File: config.mk
export PLATFORM = sky130hd
export DESIGN_NAME = fir_filter_flat
export DESIGN_NICKNAME = d
export VERILOG_FILES = /design/src/rtl/fir_pkg.sv /design/src/rtl/fir_filter_if.sv /design/src/rtl/fir_delay_line.sv /design/src/rtl/fir_filter.sv /design/src/flat_wrapper.sv
export SDC_FILE = /design/constraint.sdc
export NUM_CORES = 1
export LEC_CHECK = 0
export ABC_AREA = 1
export BUFFER_PORTS_ARGS = -buffer_cell sky130_fd_sc_hd__buf_2
export CELL_PAD_IN_SITES_DETAIL_PLACEMENT = 2
export CELL_PAD_IN_SITES_GLOBAL_PLACEMENT = 2
export CORE_MARGIN = 2
export CORE_UTILIZATION = 41
export CTS_CLUSTER_SIZE = 10
export DETAILED_ROUTE_END_ITERATION = 10
export GPL_ROUTABILITY_DRIVEN = 0
export PLACE_DENSITY_LB_ADDON = 0.1
export RECOVER_POWER = 50
export SETUP_SLACK_MARGIN = 0.1
export SYNTH_ARGS = -nofsm -noshare
export SYNTH_HDL_FRONTEND = slang
export SYNTH_SLANG_ARGS = --single-unit
File: constraint.sdc
create_clock -name clk -period 6.1 [get_ports clk]
set_input_delay 0.305 -clock clk [delete_from_list [all_inputs] [get_ports clk]]
set_output_delay 0.305 -clock clk [all_outputs]
set_load 0.03 [all_outputs]
File: src/rtl/fir_pkg.sv
// Shared constants for the 8-tap symmetric low-pass FIR filter.
// Coefficients sum to 1 << SHIFT, so the DC gain is unity.
package fir_pkg;

  localparam int DATA_W = 12;
  localparam int TAPS   = 8;
  localparam int SHIFT  = 6;
  localparam int ACC_W  = 19;
  localparam int COEF_W = 5;

  localparam logic [ACC_W-1:0] ROUND = 19'd32;

  localparam logic [COEF_W-1:0] COEF [0:TAPS-1] = '{
    5'd2, 5'd4, 5'd8, 5'd18, 5'd18, 5'd8, 5'd4, 5'd2
  };

endpackage

File: src/rtl/fir_filter_if.sv
// Sample stream into and filtered stream out of the FIR filter.
// Both directions are valid on every clock, so there is no handshake.
interface fir_filter_if;

  logic [fir_pkg::DATA_W-1:0] X_in;
  logic [fir_pkg::DATA_W-1:0] Y_out;

  modport master (output X_in, input Y_out);
  modport slave  (input X_in, output Y_out);

endinterface

File: src/rtl/fir_delay_line.sv
// TAPS-deep shift register of DATA_W samples with async active-low clear.
// Every stage is exposed so that the MAC can read the full history.
module fir_delay_line #(
  parameter int TAPS   = 8,
  parameter int DATA_W = 12
) (
  input  logic                          clk,
  input  logic                          nReset,
  input  logic [DATA_W-1:0]             din,
  output logic [TAPS-1:0][DATA_W-1:0]   taps_r
);

  // Shift the newest sample into stage 0 and age the others by one.
  always_ff @(posedge clk or negedge nReset) begin
    if (!nReset) begin
      taps_r <= '0;
    end else begin
      taps_r[0] <= din;
      for (int k = 1; k < TAPS; k++) begin
        taps_r[k] <= taps_r[k-1];
      end
    end
  end

endmodule

File: src/rtl/fir_filter.sv
// 8-tap symmetric low-pass FIR: one 12-bit sample in and one rounded,
// normalised 12-bit result out on every clock.
module fir_filter
  import fir_pkg::*;
(
  input  logic         clk,
  input  logic         nReset,
  fir_filter_if.slave  bus
);

  logic [TAPS-1:0][DATA_W-1:0] taps_s;
  logic [DATA_W:0]             pre_s;
  logic [ACC_W-1:0]            acc_s;
  logic [DATA_W-1:0]           y_next_s;
  logic [DATA_W-1:0]           y_r;

  fir_delay_line #(
    .TAPS   (TAPS),
    .DATA_W (DATA_W)
  ) u_delay_line (
    .clk    (clk),
    .nReset (nReset),
    .din    (bus.X_in),
    .taps_r (taps_s)
  );

  // Symmetric pre-add then MAC; relies on COEF[k] == COEF[TAPS-1-k].
  always_comb begin
    pre_s = '0;
    acc_s = ROUND;
    for (int k = 0; k < TAPS / 2; k++) begin
      pre_s = {1'b0, taps_s[k]} + {1'b0, taps_s[TAPS-1-k]};
      acc_s = acc_s + (ACC_W'(COEF[k]) * ACC_W'(pre_s));
    end
    y_next_s = DATA_W'(acc_s >> SHIFT);
  end

  // Output register, cleared with the history.
  always_ff @(posedge clk or negedge nReset) begin
    if (!nReset) begin
      y_r <= '0;
    end else begin
      y_r <= y_next_s;
    end
  end

  assign bus.Y_out = y_r;

endmodule

File: src/flat_wrapper.sv
// flat-port wrapper written by rule: the top's interface ports become plain ports
module fir_filter_flat import fir_pkg::*;
  (clk, nReset, bus_X_in, bus_Y_out);
  fir_filter_if bus_i ();
  input  logic clk;
  input  logic nReset;
  input wire logic [$bits(bus_i.X_in)-1:0] bus_X_in;
  output wire logic [$bits(bus_i.Y_out)-1:0] bus_Y_out;
  assign bus_i.X_in = bus_X_in;
  assign bus_Y_out = bus_i.Y_out;
  fir_filter u_core (.clk(clk), .nReset(nReset), .bus(bus_i));
endmodule
# Word level (Yosys, flattened, before mapping)

Index checks and enable logic that the tools add are counted.

Flip-flop bits (word level): 108
Bits of input ports: 14
Output and inout bits: 12
Logic and storage cells: 18

$add $sub $neg: 8
$mul: 1

Operators by type and width:

| cell                                               | count |
|---|---|
| adder 12 x 12 -> 13 bit                            | 4 |
| adder 18 x 15 -> 18 bit                            | 1 |
| adder 18 x 16 -> 18 bit                            | 1 |
| adder 18 bit                                       | 1 |
| multiplier 4 x 13 -> 17 bit (first input constant) | 1 |
| adder 6 x 14 -> 15 bit (first input constant)      | 1 |

# Logic depth before layout (Yosys ltp)

Gate-level depths: netlist of the first run.

Depth after elaboration: 5
Depth in mapped cells: 30
Gate-level depth less buffers: 30

# By module

Synthesis of the first run repeated with hierarchy kept, for this count alone.

Cell total of the unflattened synthesis: 683
Area, all modules: 6821.5 µm²

Modules (own cells, without submodules):

| module         | instances | cells an instance | area an instance (µm²) | sequential area each (µm²) |
|---|---|---|---|---|
| fir_filter     | 1         | 587               | 4419.2                 | 300.3 |
| fir_delay_line | 1         | 96                | 2402.3                 | 2402.3 |

# Least setup slack after synthesis of the first run

OpenSTA, ideal clock, no wires.

Kind: flip-flop to flip-flop
From: register u_core.u_delay_line.taps_r[36] (netlist bit)
To: register u_core.y_r[11], in the netlist u_core.bus.Y_out[11]
Data arrival time: 4.558 ns
Path slack: 1.425 ns
Cell stages (with the launch flop): 28
Buffers on the path: 0
Path through: dfrtp_1 ha_1 fa_1 nand2_1 inv_1 o21ai_0 nand2_1 xor2_1 ha_1 ha_1 fa_1 nand2_1 o21ai_1 nand2_1 a21oi_1 nand3_1 nand2_2 xnor2_1 ha_1 ha_1 ha_1 nand2_1 nor2_1 a221oi_1 and2_0 inv_1 nand3_1 nand2_1

Longest elaborated chain between the ends: 3

Ends and longest elaborated chain:

| what                             | line                 | source |
|---|---|---|
| start: declaration               | fir_delay_line.sv:10 | `output logic [TAPS-1:0][DATA_W-1:0] taps_r` |
| start signal: indexed assignment | fir_delay_line.sv:20 | `taps_r[k] <= taps_r[k-1];` |
| adder 12 x 12 -> 13 bit          | fir_filter.sv:32     | `pre_s = {1'b0, taps_s[k]} + {1'b0, taps_s[TAPS-1-k]};` |
| multiplier 4 x 13 -> 17 bit      | fir_filter.sv:33     | `acc_s = acc_s + (ACC_W'(COEF[k]) * ACC_W'(pre_s));` |
| adder 18 bit                     | fir_filter.sv:33     |  |
| via u_core.acc_s[17]             | fir_filter.sv:13     | `logic [ACC_W-1:0] acc_s;` |
| end signal: assignment           | fir_filter.sv:43     | `y_r <= y_next_s;` |
| end: declaration                 | fir_filter.sv:15     | `logic [DATA_W-1:0] y_r;` |

The timed path passes the listed nets, and every way through them passes these cells.

# Final worst setup path of the first run

Same ends and word-level chain as after synthesis.

==> metrics.txt, run 1 <==
status=complete, but fails checks; failing checks=capacitance limit, slew limit; Crit Path Max Fanout=4; port bufs=25; core area=between 15,000 and 20,000 sq um; YS warnings=0; Die W=between 100 and 150 um; wirelength, routed=18,700 um; Worst R2R End=u_core.bus.Y_out[11]$_DFF_PN0_; mapped cell area=6740 sq um; vias in the first global route=5,827; worst setup path end=u_core.bus.Y_out[11]$_DFF_PN0_; FILL cells=1,744; FF+latch count, synth=108; minimum clock period=5.58 ns; hold slack=0.0453 ns; Final Hold Viols=0; Die ar.=17,500 sq um; post-layout util=0.468; Max stage delay on crit path=0.48 ns; hpwl dp=15,000 um; routed via count=4,992; post-synthesis compound-gate area fraction=0.0895; pin count of the biggest net entering global routing=69; H-tree levels=3; final setup TNS=0 ns; syn_nets=818; Psw=2180 uW; first-pass GRT wire length=30,500 um; post-route cell area=around 7500 sq um; worst-margin pin slew=2.25 ns; crit path kind=reg -> reg; chip height=roughly 130 um; Critical Path End Type=flip-flop; Worst-Skew Late Latency=around 0.36 ns; CTS Sinks=between 100 and 150; combinational share of power=0.661; Sw Share=0.488; WL/cell=19.5 um; fin crit share=0.915; Worst Setup Start Kind=flip-flop; Antenna Nets Post-Route=0; Critical Path AT=5.83 ns; dpl cell area=7160 sq um; largest family of logic cells by synthesized area=adder cells; antenna cells=0; starting density of the core=0.421; drt pass-1 iters=4; GRT overflow=0; CTS clk-pin slew, worst paths=0.08 ns; Synth Area in XOR/XNOR=0.0869; row count=46; CTS root buffer=clkbuf_16; Reg power frac=0.195; Final Max Tran Viols=42; Setup Buffers After CTS=0; Simple-Gate Fraction of Synth Area=0.138; Overall Global Routing Usage=0.226; Design Power=4460 uW; Avg Inst Size Synth=9.69 sq um; Clk pwr share=0.143; hold crit path type=in -> reg; Setup crit start=u_core.u_delay_line.taps_r[36]$_DFF_PN0_; reg2reg start=u_core.u_delay_line.taps_r[36]$_DFF_PN0_; Synth Area in Adders=0.236; Crit path buffers/inverters=2; Worst path top cell family by delay=adder cells; Peak supply drop=0.337 mV; DRC viols=0; Synth cell types=33; Crit-path slowest cell=fa_1; Reg2Reg Depth=27; Lkg Pwr=0.00371 uW; max-cap violation count=1; mux share of post-synthesis cell area=0; clk_skew=0.00901 ns; R2R setup slack=0.52 ns; IO Pins=26; Bufs on Longest Clock Path=2; Initial DRC Count=150; P&R area growth vs syn=11.2%; Setup-failing EPs final=0; Gate Count Post-Synth=between 600 and 700; Cell Int Power=2280 uW; RSZ-0062 raised after global routing=false; FMAX=179 MHz; vias per cell=between 5 and 6; Critical Path RT=approximately 6.4 ns; CTS tree=done; Worst path depth=27; sequential area share after synthesis=0.401; Final #Nets=around 860; initial antenna violation count=0; PwrDens=around 600 nW/um^2; layout cell share with drive strength beyond 1=0.0730; Num CTS Buffers=9; Relative slew margins=-0.502
==> how the worst min path moves through the flow <==
stage	from	endpoint	slack (ns)	cells after the start
floorplan	nReset	u_core.bus.Y_out[0]$_DFF_PN0_	0.009	0
global placement	nReset	u_core.bus.Y_out[0]$_DFF_PN0_	0.31	1
detailed placement	nReset	u_core.bus.Y_out[1]$_DFF_PN0_	0.32	1
CTS	bus_X_in[9]	u_core.u_delay_line.taps_r[9]$_DFF_PN0_	0.03	1
global route	bus_X_in[8]	u_core.u_delay_line.taps_r[8]$_DFF_PN0_	0.03	1
finish	bus_X_in[8]	u_core.u_delay_line.taps_r[8]$_DFF_PN0_	0.05	1
==> sequential cells by signal, summed over array words and instances, names as in the netlist <==
register	flops
u_core.bus.Y_out	12
u_core.u_delay_line.taps_r	96
==> metal layers <==
layer,vias to the layer above,track usage,part of all wire
met1,2558,0.278,0.44
met4,0,0.0591,0.017
met3,22,0.0342,0.019
li1,2361,-,-
met5,-,0,0
met2,51,0.415,0.52
==> synth_stat cells <==
cell type	number	share of area
dfrtp_1	108	0.40
nand2_1	105	0.058
inv_1	88	0.049
ha_1	79	0.15
a21oi_1	64	0.048
xor2_1	47	0.061
nor2_1	46	0.026
nand3_1	36	0.027
fa_1	30	0.089
o21ai_0	19	0.014
xnor2_1	18	0.023
nand4_1	9	0.0084
nor3_1	8	0.0059
o21bai_1	7	0.0078
a21o_1	5	0.0056
nand2_2	4	0.0037
o21ai_1	4	0.0030
a21boi_0	2	0.0022
a22oi_1	2	0.0022
a21oi_2	1	0.0013
a221oi_1	1	0.0013
a31oi_1	1	0.00093
and2_0	1	0.00093
and3_1	1	0.00093
nand3b_1	1	0.0011
nor3_2	1	0.0015
nor3_4	1	0.0024
o2111ai_1	1	0.0013
o211ai_1	1	0.0011
o31ai_1	1	0.0011
or2_1	1	0.00093
or2_2	1	0.00093
xor2_2	1	0.0024
==> area by class of cell <==
class                           count  area [sq um]  share of cell area
Tap cell                          216           270              0.0361
Multi-Input combinational cell    499          3720               0.496
Sequential cell                   108          2700               0.361
Clock inverter                      7          93.8              0.0125
Inverter                           88           330              0.0441
Clock buffer                        9           225              0.0301
Timing Repair Buffer               29           156              0.0209
==> cells by family after synthesis <==
kind of cell             Yosys count
XOR/XNOR                          66
AO/OA/AOI/OAI                    109
adder cells (fa/ha/maj)          109
AND/OR/NAND/NOR                  215
buffers and inverters             88
flip-flops                       108
==> stage by stage <==
stage               setup slack, ns  cells
finish                        0.517    956
global route                 0.0754    956
CTS                           0.331    956
detailed placement            0.483    939
global placement              0.660    939
floorplan                      1.42    695
==> timing repair <==
item	CTS	global route
gates resized for setup	0	3
endpoints found under the setup margin	0	2
hold endpoints to repair	40	0
hold buffers	1	0
==> cells in the final DEF, fill, tap and decap left out, types with 3 or more instances in the layout <==
| master | Yosys | routed |
|---|---|---|
| dfrtp_1 | 108 | 108 |
| nand2_1 | 105 | 105 |
| inv_1 | 88 | 88 |
| ha_1 | 79 | 79 |
| a21oi_1 | 64 | 64 |
| nor2_1 | 46 | 46 |
| xor2_1 | 47 | 46 |
| nand3_1 | 36 | 36 |
| fa_1 | 30 | 30 |
| buf_2 | 0 | 24 |
| o21ai_0 | 19 | 18 |
| xnor2_1 | 18 | 18 |
| nand4_1 | 9 | 9 |
| clkbuf_16 | 0 | 9 |
| nor3_1 | 8 | 8 |
| o21bai_1 | 7 | 7 |
| a21o_1 | 5 | 5 |
| nand2_2 | 4 | 4 |
| o21ai_1 | 4 | 4 |
| buf_4 | 0 | 3 |
==> power groups by stage <==
| stage | clock network, uW | registers [uW] | logic (uW) |
|---|---|---|---|
| 2_1_floorplan | 0 | 959 | 2020 |
| 3_3_place_gp | 0 | 883 | 2810 |
| 3_5_place_dp | 0 | 888 | 2960 |
| 4_1_cts | 656 | 875 | 2990 |
| 5_1_grt | 685 | 882 | 3340 |
| 6_report | 639 | 872 | 2950 |
(Power assumes the default switching activity.)
==> run 2, diff against run 1 <==
CORE_UTILIZATION = 44   (was 41)
clock period = 6.7 ns   (was 6.1 ns; I/O delays follow)
==> run 2 against run 1 <==
Against the previous run:
- the run still ends with capacitance limit, slew limit left
- power shrank 12%
- cell count shrank 3.1%
- clock power shrank 14%
- sequential power shrank 9.2%
- clock skew is essentially flat
- hold slack gained 0.024 ns
- global-route usage grew 2.5 points
- wire length grew 3.6%
- sequential cell count is the same
- largest cell class unchanged
- largest power group unchanged
==> metrics.txt, run 2 (synthesized netlist as in run 1, its figures left out) <==
dpl cell area=7110 sq um; most frequent cells in the layout=dfrtp_1, nand2_1, inv_1; final setup margin=0.749 ns; Setup Buffers After CTS=0; failing checks=capacitance limit, slew limit; Crit path buffers/inverters=2; Worst-Skew Late Latency=0.36 ns; post_cts resized=0; row count=45; starting density of the core=0.447; GRT overflow=0; Num CTS Buffers=9; WL/cell=20.9 um; reg2reg start=u_core.u_delay_line.taps_r[36]$_DFF_PN0_; crit path kind=reg -> reg; worst-margin pin slew=2.27 ns; post-route cell area=7410 sq um; layout cell share with drive strength beyond 1=0.0678; chip height=128 um; wirelength, routed=19,300 um; clk_skew=0.00929 ns; Die W=128 um; max FFs per register=96; CTS tree=done; minimum clock period=roughly 6.0 ns; core area=between 15,000 and 20,000 sq um; Hold EP=u_core.u_delay_line.taps_r[11]$_DFF_PN0_; FILL cells=1,639; CTS hold repair buffers=1; Final #Nets=between 800 and 900; combinational share of power=0.661; FMAX=168 MHz; PwrDens=533 nW/um^2; Max stage delay on crit path=0.48 ns; H-tree levels=3; DRC viols=0; Reg power frac=0.201; IO Pins=26; CTS root buffer=clkbuf_16; most common cell after layout, fill and taps aside=dfrtp_1; routed via count=4,993; Overall Global Routing Usage=0.251; Relative slew margins=-0.514; Crit-path slowest cell=fa_1; RSZ-0062 raised after global routing=false; Reg2Reg Depth=25; Critical Path RT=6.99 ns; Lkg Pwr=between 0.003 and 0.004 uW; Worst Setup Start Kind=flip-flop; DP Worst Slack=0.879 ns; Critical Path End Type=flip-flop; vias per cell=5.39; Bufs on Longest Clock Path=2; Psw=1950 uW; pin count of the biggest net entering global routing=around 70; Cell Int Power=1990 uW; Sw Share=0.495; first-pass GRT wire length=31,100 um; cell mode on critical path=ha_1; Worst path top cell family by delay=adder cells; Die ar.=16,300 sq um; final setup TNS=0 ns; Antenna Nets Post-Route=0; initial antenna violation count=0; Clk pwr share=0.139; Setup-failing EPs final=0; Peak supply drop=0.221 mV; Worst R2R End=u_core.bus.Y_out[10]$_DFF_PN0_; antenna cells=0; status=complete, but fails checks; CTS Sinks=108; port bufs=25; P&R area growth vs syn=9.95%; CTS clk-pin slew, worst paths=about 0.08 ns; Final Hold Viols=0; hpwl dp=15,500 um; hold crit path type=in -> reg; drt pass-1 iters=6; register name with the most flops=u_core.u_delay_line.taps_r; Initial DRC Count=168; vias in the first global route=5,820; R2R setup slack=0.75 ns; fin crit share=0.888; hold path cells=1; Worst Min Path Start=bus_X_in[11]; hold slack=0.0694 ns; Critical Path AT=6.24 ns; Final Max Tran Viols=42; Crit Path Max Fanout=4; max-cap violation count=1
==> run 2: cell types whose count changed in the layout (fill, tap and decap cells not counted), sizes merged <==
cell / delta
bufinv: -1
clkinv: -1
buf: -2
clkinvlp: +1
inv: +1
==> run 2: worst max path at each step <==
stage | slack (ns) | cells past startpoint | to | start
CTS | 0.67 | 25 | u_core.bus.Y_out[10]$_DFF_PN0_ | u_core.u_delay_line.taps_r[36]$_DFF_PN0_
global route | 0.42 | 25 | u_core.bus.Y_out[10]$_DFF_PN0_ | u_core.u_delay_line.taps_r[36]$_DFF_PN0_
global placement | 1.08 | 25 | u_core.bus.Y_out[10]$_DFF_PN0_ | u_core.u_delay_line.taps_r[36]$_DFF_PN0_
detailed placement | 0.88 | 25 | u_core.bus.Y_out[10]$_DFF_PN0_ | u_core.u_delay_line.taps_r[36]$_DFF_PN0_
finish | 0.75 | 25 | u_core.bus.Y_out[10]$_DFF_PN0_ | u_core.u_delay_line.taps_r[36]$_DFF_PN0_
floorplan | 2.02 | 27 | u_core.bus.Y_out[11]$_DFF_PN0_ | u_core.u_delay_line.taps_r[36]$_DFF_PN0_
==> run 2: power by group through the flow <==
stage                     Clock [uW]  Combinational, uW  Sequential, uW
after floorplan                    0               1830             873
after global placement             0               2470             804
after detailed placement           0               2620             804
after CTS                        558               2650             793
after global routing             585               2990             800
final                            547               2610             792
==> run 2: metrics by stage <==
step | power, uW | utilization | std cells
2_1_floorplan | 2710 | - | 695
6_report | 3950 | 0.491 | 926
4_1_cts | 4000 | 0.491 | 926
5_1_grt | 4380 | 0.491 | 926
3_5_place_dp | 3420 | 0.471 | 909
3_3_place_gp | 3270 | 0.471 | 909
==> run 2: area by class of cell <==
| cell class | count | area, sq um | area share |
|---|---|---|---|
| multi-input combinational | 499 | 3700 | 0.500 |
| sequential | 108 | 2700 | 0.365 |
| inverter | 88 | 330 | 0.0446 |
| tap | 188 | 235 | 0.0318 |
| clock buffer | 9 | 225 | 0.0304 |
| timing repair buffer | 27 | 141 | 0.0191 |
| clock inverter | 7 | 68.8 | 0.00929 |
==> run 2: routing by layer <==
layer	routed length, um	vias to the layer above	global-route usage	part of all wire
li1	-	2361	-	-
met1	8570	2559	0.316	0.44
met2	10200	49	0.459	0.53
met3	245	24	0.0255	0.013
met4	351	0	0.0711	0.018
met5	0	-	0	0
==> run 2: worst register-to-register path, cell delays in order (launching register included) <==
cell	delay, ns
dfrtp_1	0.40
ha_1	0.25
fa_1	0.48
nand2_1	0.11
inv_1	0.06
o21ai_0	0.21
nand2_1	0.23
xor2_1	0.25
ha_1	0.35
ha_1	0.28
fa_1	0.26
nand2_1	0.09
o21ai_1	0.30
nand2_1	0.13
a21oi_1	0.22
nand3_1	0.12
nand2_2	0.12
xnor2_1	0.13
ha_1	0.25
ha_1	0.30
ha_1	0.34
inv_1	0.10
nor3_1	0.31
nand2_1	0.08
o21ai_0	0.35
xor2_1	0.18
